**src/rtl/fpu_ctrl_pkg.sv**
```systemverilog
`default_nettype none
// ============================================================================
// Module   : fpu_ctrl_pkg
// Purpose  : Shared types and constants for the FPU issue controller:
//            request op encoding, FSM states, rounding modes, flag indices.
// Revision : 1.0 - initial release
// ============================================================================
package fpu_ctrl_pkg;

  typedef enum logic [1:0] {
    OP_ARITH = 2'b00,
    OP_LOAD  = 2'b01,
    OP_STORE = 2'b10
  } op_e;

  // Encoding 2'b11 on req_op is reserved and reported as illegal.
  localparam logic [1:0] OP_RSVD = 2'b11;

  typedef enum logic [1:0] {
    ST_IDLE = 2'b00,
    ST_EXEC = 2'b01,
    ST_RESP = 2'b10
  } state_e;

  localparam logic [2:0] RM_RNE  = 3'b000;
  localparam logic [2:0] RM_RTZ  = 3'b001;
  localparam logic [2:0] RM_RDN  = 3'b010;
  localparam logic [2:0] RM_RUP  = 3'b011;
  localparam logic [2:0] RM_RMM  = 3'b100;
  localparam logic [2:0] RM_RSV5 = 3'b101;
  localparam logic [2:0] RM_RSV6 = 3'b110;
  localparam logic [2:0] RM_DYN  = 3'b111;

  localparam int FLAG_NV = 4;
  localparam int FLAG_DZ = 3;
  localparam int FLAG_OF = 2;
  localparam int FLAG_UF = 1;
  localparam int FLAG_NX = 0;

  // Dynamic rounding mode defers to the CSR value.
  function automatic logic [2:0] resolve_rm(input logic [2:0] instr_rm,
                                            input logic [2:0] csr_rm);
    return (instr_rm == RM_DYN) ? csr_rm : instr_rm;
  endfunction

  // After resolution only RNE..RMM are executable; DYN in the CSR is illegal.
  function automatic logic rm_is_illegal(input logic [2:0] rm);
    return (rm == RM_RSV5) || (rm == RM_RSV6) || (rm == RM_DYN);
  endfunction

endpackage
`default_nettype wire

```
**src/rtl/fpu_issue_ctrl_if.sv**
```systemverilog
`default_nettype none
// ============================================================================
// Module   : fpu_issue_ctrl_if
// Purpose  : Request, response and core start/done bundle of the FPU issue
//            controller. master = decode/LSU/core side, slave = controller.
// Revision : 1.0 - initial release
// ============================================================================
interface fpu_issue_ctrl_if #(
  parameter int FLEN = 32,
  parameter int NREG = 32
);
  localparam int REG_W = $clog2(NREG);

  // request channel
  logic             req_valid;
  logic             req_ready;
  logic [1:0]       req_op;
  logic [6:0]       req_funct7;
  logic [REG_W-1:0] req_rs1;
  logic [REG_W-1:0] req_rs2;
  logic [REG_W-1:0] req_rd;
  logic [2:0]       req_frm;

  // arithmetic core channel
  logic             core_start;
  logic [FLEN-1:0]  core_op_a;
  logic [FLEN-1:0]  core_op_b;
  logic [6:0]       core_funct7;
  logic [2:0]       core_frm;
  logic             core_done;
  logic [FLEN-1:0]  core_result;
  logic [4:0]       core_flags;

  // response channel
  logic             resp_valid;
  logic             resp_ready;
  logic [FLEN-1:0]  resp_store_data;
  logic [4:0]       resp_flags;
  logic             resp_illegal;
  logic             resp_timeout;

  modport master (
    output req_valid, req_op, req_funct7, req_rs1, req_rs2, req_rd, req_frm,
    output core_done, core_result, core_flags, resp_ready,
    input  req_ready, core_start, core_op_a, core_op_b, core_funct7, core_frm,
    input  resp_valid, resp_store_data, resp_flags, resp_illegal, resp_timeout
  );

  modport slave (
    input  req_valid, req_op, req_funct7, req_rs1, req_rs2, req_rd, req_frm,
    input  core_done, core_result, core_flags, resp_ready,
    output req_ready, core_start, core_op_a, core_op_b, core_funct7, core_frm,
    output resp_valid, resp_store_data, resp_flags, resp_illegal, resp_timeout
  );

endinterface
`default_nettype wire

```
**src/rtl/fpu_regfile.sv**
```systemverilog
`default_nettype none
// ============================================================================
// Module   : fpu_regfile
// Purpose  : NREG x FLEN floating-point register file, two asynchronous
//            read ports, one synchronous write port, async clear to zero.
//            Entry 0 is an ordinary register (not hardwired).
// Revision : 1.0 - initial release
// ============================================================================
module fpu_regfile #(
  parameter  int FLEN  = 32,
  parameter  int NREG  = 32,
  localparam int REG_W = $clog2(NREG)
) (
  input  wire logic             clk,
  input  wire logic             n_rst,
  input  wire logic [REG_W-1:0] raddr_a_i,
  output      logic [FLEN-1:0]  rdata_a_o,
  input  wire logic [REG_W-1:0] raddr_b_i,
  output      logic [FLEN-1:0]  rdata_b_o,
  input  wire logic             we_i,
  input  wire logic [REG_W-1:0] waddr_i,
  input  wire logic [FLEN-1:0]  wdata_i
);

  logic [FLEN-1:0] regs_q [NREG];

  // Storage: cleared on reset, single write per cycle.
  always_ff @(posedge clk or negedge n_rst) begin
    if (!n_rst) begin
      for (int i = 0; i < NREG; i++) begin
        regs_q[i] <= '0;
      end
    end else if (we_i) begin
      regs_q[waddr_i] <= wdata_i;
    end
  end

  assign rdata_a_o = regs_q[raddr_a_i];
  assign rdata_b_o = regs_q[raddr_b_i];

endmodule
`default_nettype wire

```
**src/rtl/fpu_issue_ctrl.sv**
```systemverilog
`default_nettype none
// ============================================================================
// Module   : fpu_issue_ctrl
// Purpose  : Single-issue FPU front-end. Owns the FP register file, sticky
//            fflags and rounding-mode resolution; sequences LOAD, STORE and
//            ARITH ops through IDLE -> (EXEC) -> RESP.
// Options  : FPU_WATCHDOG_EN - abort EXEC after WDOG_CYCLES cycles without
//            core_done (resp_timeout=1). Undefined: EXEC waits indefinitely.
// Revision : 1.0 - initial release
// ============================================================================
module fpu_issue_ctrl #(
  parameter int FLEN        = 32,
  parameter int NREG        = 32,
  parameter int WDOG_CYCLES = 64
) (
  input  wire logic            clk,
  input  wire logic            n_rst,
  fpu_issue_ctrl_if.slave      bus,
  input  wire logic [2:0]      fcsr_frm,
  input  wire logic [FLEN-1:0] dload_ext,
  output      logic [4:0]      fflags,
  input  wire logic            fflags_clr
);
  import fpu_ctrl_pkg::*;

  localparam int REG_W = $clog2(NREG);

  state_e           state_q;
  logic             start_q;
  logic [REG_W-1:0] rd_q;
  logic [FLEN-1:0]  op_a_q;
  logic [FLEN-1:0]  op_b_q;
  logic [6:0]       funct7_q;
  logic [2:0]       frm_q;
  logic [FLEN-1:0]  resp_store_data_q;
  logic [4:0]       resp_flags_q;
  logic             resp_illegal_q;
  logic             resp_timeout_q;
  logic [4:0]       fflags_q;
  logic [4:0]       fflags_d;

  logic [FLEN-1:0]  rs1_data;
  logic [FLEN-1:0]  rs2_data;
  logic             rf_we;
  logic [REG_W-1:0] rf_waddr;
  logic [FLEN-1:0]  rf_wdata;

  logic [2:0]       rm_res;
  logic             accept;
  logic             is_load;
  logic             is_store;
  logic             arith_ok;
  logic             exec_done;
  logic [4:0]       new_flags;

`ifdef FPU_WATCHDOG_EN
  localparam int               WDOG_W    = $clog2(WDOG_CYCLES + 1);
  localparam logic [WDOG_W-1:0] WDOG_LAST = WDOG_W'(WDOG_CYCLES - 1);
  localparam logic [WDOG_W-1:0] WDOG_ONE  = WDOG_W'(1);
  logic [WDOG_W-1:0] wdog_cnt_q;
  logic              wdog_hit;
  assign wdog_hit = (wdog_cnt_q == WDOG_LAST);
`else
  logic unused_wdog;
  assign unused_wdog = (WDOG_CYCLES != 0);
`endif

  fpu_regfile #(
    .FLEN (FLEN),
    .NREG (NREG)
  ) u_regfile (
    .clk       (clk),
    .n_rst     (n_rst),
    .raddr_a_i (bus.req_rs1),
    .rdata_a_o (rs1_data),
    .raddr_b_i (bus.req_rs2),
    .rdata_b_o (rs2_data),
    .we_i      (rf_we),
    .waddr_i   (rf_waddr),
    .wdata_i   (rf_wdata)
  );

  // Request decode, flag accumulation and register-file write selection.
  always_comb begin
    rm_res    = resolve_rm(bus.req_frm, fcsr_frm);
    accept    = (state_q == ST_IDLE) && bus.req_valid;
    is_load   = (bus.req_op == OP_LOAD);
    is_store  = (bus.req_op == OP_STORE);
    arith_ok  = (bus.req_op == OP_ARITH) && !rm_is_illegal(rm_res);
    exec_done = (state_q == ST_EXEC) && bus.core_done;
    new_flags = exec_done ? bus.core_flags : 5'b0;
    // a clear coinciding with new flags keeps the new flags
    fflags_d  = (fflags_clr ? 5'b0 : fflags_q) | new_flags;

    rf_we    = 1'b0;
    rf_waddr = bus.req_rd;
    rf_wdata = dload_ext;
    if (accept && is_load) begin
      rf_we = 1'b1;
    end else if (exec_done) begin
      rf_we    = 1'b1;
      rf_waddr = rd_q;
      rf_wdata = bus.core_result;
    end
  end

  // Control FSM with registered core launch and response payload.
  always_ff @(posedge clk or negedge n_rst) begin
    if (!n_rst) begin
      state_q           <= ST_IDLE;
      start_q           <= 1'b0;
      rd_q              <= '0;
      op_a_q            <= '0;
      op_b_q            <= '0;
      funct7_q          <= '0;
      frm_q             <= '0;
      resp_store_data_q <= '0;
      resp_flags_q      <= '0;
      resp_illegal_q    <= 1'b0;
      resp_timeout_q    <= 1'b0;
      fflags_q          <= '0;
`ifdef FPU_WATCHDOG_EN
      wdog_cnt_q        <= '0;
`endif
    end else begin
      start_q  <= 1'b0;
      fflags_q <= fflags_d;
      unique case (state_q)
        ST_IDLE: begin
          if (accept) begin
            state_q <= ST_RESP;
            if (is_load) begin
              // write already performed through the register-file port
            end else if (is_store) begin
              resp_store_data_q <= rs2_data;
            end else if (arith_ok) begin
              op_a_q   <= rs1_data;
              op_b_q   <= rs2_data;
              funct7_q <= bus.req_funct7;
              frm_q    <= rm_res;
              rd_q     <= bus.req_rd;
              start_q  <= 1'b1;
              state_q  <= ST_EXEC;
`ifdef FPU_WATCHDOG_EN
              wdog_cnt_q <= '0;
`endif
            end else begin
              resp_illegal_q <= 1'b1;
            end
          end
        end
        ST_EXEC: begin
          if (bus.core_done) begin
            resp_flags_q <= bus.core_flags;
            state_q      <= ST_RESP;
          end
`ifdef FPU_WATCHDOG_EN
          else if (wdog_hit) begin
            resp_timeout_q <= 1'b1;
            resp_flags_q   <= '0;
            state_q        <= ST_RESP;
          end else begin
            wdog_cnt_q <= wdog_cnt_q + WDOG_ONE;
          end
`endif
        end
        ST_RESP: begin
          if (bus.resp_ready) begin
            resp_store_data_q <= '0;
            resp_flags_q      <= '0;
            resp_illegal_q    <= 1'b0;
            resp_timeout_q    <= 1'b0;
            state_q           <= ST_IDLE;
          end
        end
        default: state_q <= ST_IDLE;
      endcase
    end
  end

  assign bus.req_ready       = (state_q == ST_IDLE);
  assign bus.resp_valid      = (state_q == ST_RESP);
  assign bus.core_start      = start_q;
  assign bus.core_op_a       = op_a_q;
  assign bus.core_op_b       = op_b_q;
  assign bus.core_funct7     = funct7_q;
  assign bus.core_frm        = frm_q;
  assign bus.resp_store_data = resp_store_data_q;
  assign bus.resp_flags      = resp_flags_q;
  assign bus.resp_illegal    = resp_illegal_q;
  assign bus.resp_timeout    = resp_timeout_q;
  assign fflags              = fflags_q;

endmodule
`default_nettype wire

```
**src/flat_wrapper.sv**
```systemverilog
// flat-port wrapper written by rule: the top's interface ports become plain ports
module fpu_issue_ctrl_flat import fpu_ctrl_pkg::*;
#(
  parameter int FLEN        = 32,
  parameter int NREG        = 32,
  parameter int WDOG_CYCLES = 64
)
  (clk, n_rst, fcsr_frm, dload_ext, fflags, fflags_clr, bus_req_valid, bus_req_op, bus_req_funct7, bus_req_rs1, bus_req_rs2, bus_req_rd, bus_req_frm, bus_core_done, bus_core_result, bus_core_flags, bus_resp_ready, bus_req_ready, bus_core_start, bus_core_op_a, bus_core_op_b, bus_core_funct7, bus_core_frm, bus_resp_valid, bus_resp_store_data, bus_resp_flags, bus_resp_illegal, bus_resp_timeout);
  fpu_issue_ctrl_if #(.FLEN(FLEN), .NREG(NREG)) bus_i ();
  input  wire logic clk;
  input  wire logic n_rst;
  input  wire logic [2:0] fcsr_frm;
  input  wire logic [FLEN-1:0] dload_ext;
  output      logic [4:0] fflags;
  input  wire logic fflags_clr;
  input wire logic [$bits(bus_i.req_valid)-1:0] bus_req_valid;
  input wire logic [$bits(bus_i.req_op)-1:0] bus_req_op;
  input wire logic [$bits(bus_i.req_funct7)-1:0] bus_req_funct7;
  input wire logic [$bits(bus_i.req_rs1)-1:0] bus_req_rs1;
  input wire logic [$bits(bus_i.req_rs2)-1:0] bus_req_rs2;
  input wire logic [$bits(bus_i.req_rd)-1:0] bus_req_rd;
  input wire logic [$bits(bus_i.req_frm)-1:0] bus_req_frm;
  input wire logic [$bits(bus_i.core_done)-1:0] bus_core_done;
  input wire logic [$bits(bus_i.core_result)-1:0] bus_core_result;
  input wire logic [$bits(bus_i.core_flags)-1:0] bus_core_flags;
  input wire logic [$bits(bus_i.resp_ready)-1:0] bus_resp_ready;
  output wire logic [$bits(bus_i.req_ready)-1:0] bus_req_ready;
  output wire logic [$bits(bus_i.core_start)-1:0] bus_core_start;
  output wire logic [$bits(bus_i.core_op_a)-1:0] bus_core_op_a;
  output wire logic [$bits(bus_i.core_op_b)-1:0] bus_core_op_b;
  output wire logic [$bits(bus_i.core_funct7)-1:0] bus_core_funct7;
  output wire logic [$bits(bus_i.core_frm)-1:0] bus_core_frm;
  output wire logic [$bits(bus_i.resp_valid)-1:0] bus_resp_valid;
  output wire logic [$bits(bus_i.resp_store_data)-1:0] bus_resp_store_data;
  output wire logic [$bits(bus_i.resp_flags)-1:0] bus_resp_flags;
  output wire logic [$bits(bus_i.resp_illegal)-1:0] bus_resp_illegal;
  output wire logic [$bits(bus_i.resp_timeout)-1:0] bus_resp_timeout;
  assign bus_i.req_valid = bus_req_valid;
  assign bus_i.req_op = bus_req_op;
  assign bus_i.req_funct7 = bus_req_funct7;
  assign bus_i.req_rs1 = bus_req_rs1;
  assign bus_i.req_rs2 = bus_req_rs2;
  assign bus_i.req_rd = bus_req_rd;
  assign bus_i.req_frm = bus_req_frm;
  assign bus_i.core_done = bus_core_done;
  assign bus_i.core_result = bus_core_result;
  assign bus_i.core_flags = bus_core_flags;
  assign bus_i.resp_ready = bus_resp_ready;
  assign bus_req_ready = bus_i.req_ready;
  assign bus_core_start = bus_i.core_start;
  assign bus_core_op_a = bus_i.core_op_a;
  assign bus_core_op_b = bus_i.core_op_b;
  assign bus_core_funct7 = bus_i.core_funct7;
  assign bus_core_frm = bus_i.core_frm;
  assign bus_resp_valid = bus_i.resp_valid;
  assign bus_resp_store_data = bus_i.resp_store_data;
  assign bus_resp_flags = bus_i.resp_flags;
  assign bus_resp_illegal = bus_i.resp_illegal;
  assign bus_resp_timeout = bus_i.resp_timeout;
  fpu_issue_ctrl #(.FLEN(FLEN), .NREG(NREG), .WDOG_CYCLES(WDOG_CYCLES)) u_core (.clk(clk), .n_rst(n_rst), .bus(bus_i), .fcsr_frm(fcsr_frm), .dload_ext(dload_ext), .fflags(fflags), .fflags_clr(fflags_clr));
endmodule
```
**config.mk**
```make
export PLATFORM = sky130hd
export DESIGN_NAME = fpu_issue_ctrl_flat
export DESIGN_NICKNAME = d
export VERILOG_FILES = /design/src/rtl/fpu_ctrl_pkg.sv /design/src/rtl/fpu_issue_ctrl_if.sv /design/src/rtl/fpu_regfile.sv /design/src/rtl/fpu_issue_ctrl.sv /design/src/flat_wrapper.sv
export SDC_FILE = /design/constraint.sdc
export NUM_CORES = 2
export LEC_CHECK = 0
export CORE_MARGIN = 2
export CORE_UTILIZATION = 65
export DETAILED_ROUTE_END_ITERATION = 8
export DONT_BUFFER_PORTS = 1
export GPL_TIMING_DRIVEN = 0
export HOLD_SLACK_MARGIN = 0.02
export PLACE_DENSITY_LB_ADDON = 0.08
export RECOVER_POWER = 25
export REMOVE_ABC_BUFFERS = 1
export SLEW_MARGIN = 20
export SYNTH_ARGS = -nofsm -noshare
export SYNTH_HDL_FRONTEND = slang
export SYNTH_SLANG_ARGS = --single-unit
```
**constraint.sdc**
```tcl
create_clock -name clk -period 2.9 [get_ports clk]
set_input_delay 0.435 -clock clk [delete_from_list [all_inputs] [get_ports clk]]
set_output_delay 0.435 -clock clk [all_outputs]
set_load 0.01 [all_outputs]
```
==> flow_summary.json <==
{
  "cts_tree": "done",
  "clock_skew_ns": 0.0503,
  "crit_arrival_ns": 4.42,
  "clock-sinks": 1149,
  "yosysTopAreaCellShare_pct": 47.6,
  "dr_total_vias": 43800,
  "ctsHoldBuffers": 30,
  "drv_cap": 1,
  "dr.pass1.iters": 6,
  "timing.hold.worst.class": "in2async",
  "grt_pass1_wl_um": 289000,
  "die_height_um": 309,
  "areaGrowthSynthToFinish_pct": 14.6,
  "finalSetupTns_ns": -11.11,
  "required_ns": 3.57,
  "antenna_found_initial": 3,
  "regArea_um2": 28800,
  "first_global_vias": 44200,
  "worst_pin_slew_ns": 3.59,
  "hold_viol": 159,
  "p_leak_nw": 33.6,
  "final_net_count": 4805,
  "synth_seq_area_share_pct": 47.6,
  "status": "complete, but fails checks",
  "synth_flop_cell": "dfrtp_1",
  "dp.cells": 5690,
  "post-route-drc-count": 0,
  "clk_pin_slew_ns": 0.06,
  "synth_top_area_cell": "dfrtp_1",
  "fmax_mhz": 267,
  "io_pins": 226,
  "syn_inst": 4779,
  "drive_gt1_share_pct": 32.8,
  "ant_nets": 0,
  "clkLatencyLatePin_ns": 0.77,
  "initial_core_util_pct": 65.8,
  "cts_max_path_buffers": 3,
  "layout.cells.non_filler": 6037,
  "yosys_warnings": 0,
  "slew_violations": 551,
  "end_kind": "register",
  "avgViaCountPerCell": 7.26,
  "postSynthAreaPerCell_um2": 12.7,
  "failed_checks": "negative hold slack, max-capacitance violations, max-slew violations, negative setup slack",
  "post_drt_wl_per_cell_um": 32.8,
  "critical_path_class": "in2reg",
  "syn_area_um2": 60500,
  "h-tree-depth": 4,
  "numCtsBuffers": 130,
  "grt_max_degree": 1150,
  "setup_ws_ns": -0.849,
  "routed_wl_um": 198000,
  "rsz0062_at_grt": "yes",
  "drt_iter0_markers": 5474,
  "root_buffer": "clkbuf_16",
  "die_area_um2": 95500,
  "fin_util_pct": 75.4,
  "vdd_ir_drop_max_v": 0.000538,
  "rows": 111,
  "fin_crit_sh_pct": 129,
  "synth_edf_count": 0,
  "dpl-instance-area_um2": 63500,
  "io_buffer_count": 0,
  "ys_types": 37,
  "grt_overflow": 0,
  "fin_crit_ns": 3.75,
  "fillCellCount": 5803,
  "setup_violations": 46,
  "maxSlewHeadroom_pct": -139,
  "final_area_um2": 69300,
  "die_w_um": 309,
  "total_power_mw": 42.3,
  "crit_fanout": 512,
  "ys_ff_latch": 1149,
  "whs_ns": -0.597,
  "multiInputGateArea_um2": 30000,
  "power.density_nw_per_um2": 610,
  "design.core.area_um2": 91900,
  "dp_hpwl_um": 110000,
  "postSynth.asyncResetShare_pct": 100,
  "yosys-top-cells-area": "dfrtp_1 48%, mux2_2 20%, mux2i_1 17%",
  "startpoint_type": "primary input",
  "track_usage_pct": 41.0,
  "place_congestion": 0.754
}
-- area by class of cell --
type	count	area share (%)
multi-input cells	3151	43.3
flip-flops and latches	1149	41.5
repair buffers	254	6.58
clock buffers	186	5.61
well taps	1243	2.24
clock inverters	42	0.665
inverters	11	0.0596
diodes	1	0.00361
-- path summary, 6_finish.rpt --
kind	start	endpoint	slack, ns	cells past startpoint
worst max-delay path	bus_req_rs2[1]	u_core.bus.core_op_b[12]$_DFFE_PN0P_	-0.85	5
worst min-delay path	n_rst	u_core.bus.resp_store_data[20]$_DFFE_PN0P_	-0.60	0
max in group asynchronous	n_rst	u_core.u_regfile.regs_q[471]$_DFFE_PN0P_	0.60	2
min in group clk	bus_resp_ready	u_core.state_q[1]$_DFFE_PN0P_	0.07	4
worst max register to register	u_core.state_q[0]$_DFFE_PN0P_	u_core.u_regfile.regs_q[88]$_DFFE_PN0P_	-0.03	8
worst min register to register	u_core.u_regfile.regs_q[1016]$_DFFE_PN0P_	u_core.u_regfile.regs_q[1016]$_DFFE_PN0P_	0.51	1
-- what timing repair did --
action,4_1_cts,5_1_grt
endpoints found under the setup margin,1024,833
gates cloned,2,3
gates resized for setup,11,14
pin swaps,32,3
hold endpoints to repair,1178,159
buffers inserted,65,9
-- stage by stage --
| step | hold slack (ns) | worst slack [ns] |
|---|---|---|
| finish | -0.597 | -0.849 |
| global route | -0.618 | -0.0495 |
| CTS | -0.575 | -0.0226 |
| detailed placement | 0.203 | -1.77 |
| global placement | 0.185 | -11.20 |
| floorplan | 0.139 | -2.80 |
-- synthesized netlist by cell type (4+ instances only) --
library cell / number
nand2b_1: 9
nor2_1: 26
nor2_4: 4
nor2b_1: 5
nor4_1: 64
dfrtp_1: 1149
buf_1: 26
buf_2: 153
mux2_2: 1072
mux2i_1: 1031
inv_1: 11
buf_6: 13
nor2_2: 5
o21ai_0: 11
mux2_1: 63
a22oi_1: 512
clkbuf_1: 264
nand2_1: 28
a21oi_1: 259
nand4_1: 7
a22o_1: 32
buf_4: 13
-- registers in the layout, indices dropped and copies added (netlist names) --
register                    cells
u_core.bus.resp_store_data     32
u_core.bus.resp_flags           5
u_core.bus.resp_illegal         1
u_core.bus.core_op_a           32
u_core.u_regfile.regs_q      1024
u_core.bus.core_funct7          7
u_core.bus.core_start           1
u_core.bus.core_op_b           32
u_core.bus.core_frm             3
u_core.fflags                   5
u_core.state_q                  2
u_core.rd_q                     5
-- cells by family (layout without fill, tap and decap cells) --
group,count (synthesis),in the layout,share of synthesized area (%)
AND/OR/NAND/NOR,160,161,1.47
AO/OA/AOI/OAI,819,819,9.12
multiplexers,2167,2167,38.2
adder cells (fa/ha/maj),3,3,0.0621
buffers and inverters,480,493,3.54
other,1,2,0.00620
flip-flops,1149,1149,47.6
-- layout by cell type (no fill, tap or decap), drive strengths merged, types with 2 or more instances in the layout --
| master | instances |
|---|---|
| a22oi | 512 |
| nor2 | 35 |
| nand2b | 9 |
| a21oi | 259 |
| or2 | 3 |
| mux2 | 1135 |
| dfrtp | 1149 |
| and2 | 2 |
| nor2b | 5 |
| nor4 | 64 |
| mux2i | 1032 |
| and3b | 2 |
| ha | 3 |
| dlygate4sd3 | 30 |
| inv | 14 |
| clkinv | 29 |
| nand4 | 7 |
| nand3 | 2 |
| a22o | 32 |
| bufinv | 9 |
| buf | 220 |
| o21ai | 11 |
| nand3b | 2 |
| clkbuf | 189 |
| nand2 | 28 |
-- power breakdown --
group | switching (mW) | internal (mW) | leakage [nW]
sequential | 1.71 | 17.8 | 15.7
combinational | 2.92 | 2.93 | 15.8
clock | 6.81 | 10.1 | 2.16
total | 11.4 | 30.8 | 33.6
-- worst max-delay path, stage by stage --
cell     delay (ns)
mux2i_1        0.61
a22oi_1        0.33
a21oi_1        0.14
nor4_1         0.96
mux2_2         0.31
-- layer usage --
layer / share of wire, % / vias up / GRT usage [%] / wire (um)
met2: 44 / 2692 / 61.0 / 87200
met1: 39 / 22600 / 55.0 / 77300
met5: 0.0066 / - / 0 / 13
li1: - / 17800 / - / -
met3: 11 / 731 / 11.4 / 21900
met4: 5.7 / 2 / 21.4 / 11400
(Power assumes the default switching activity.)
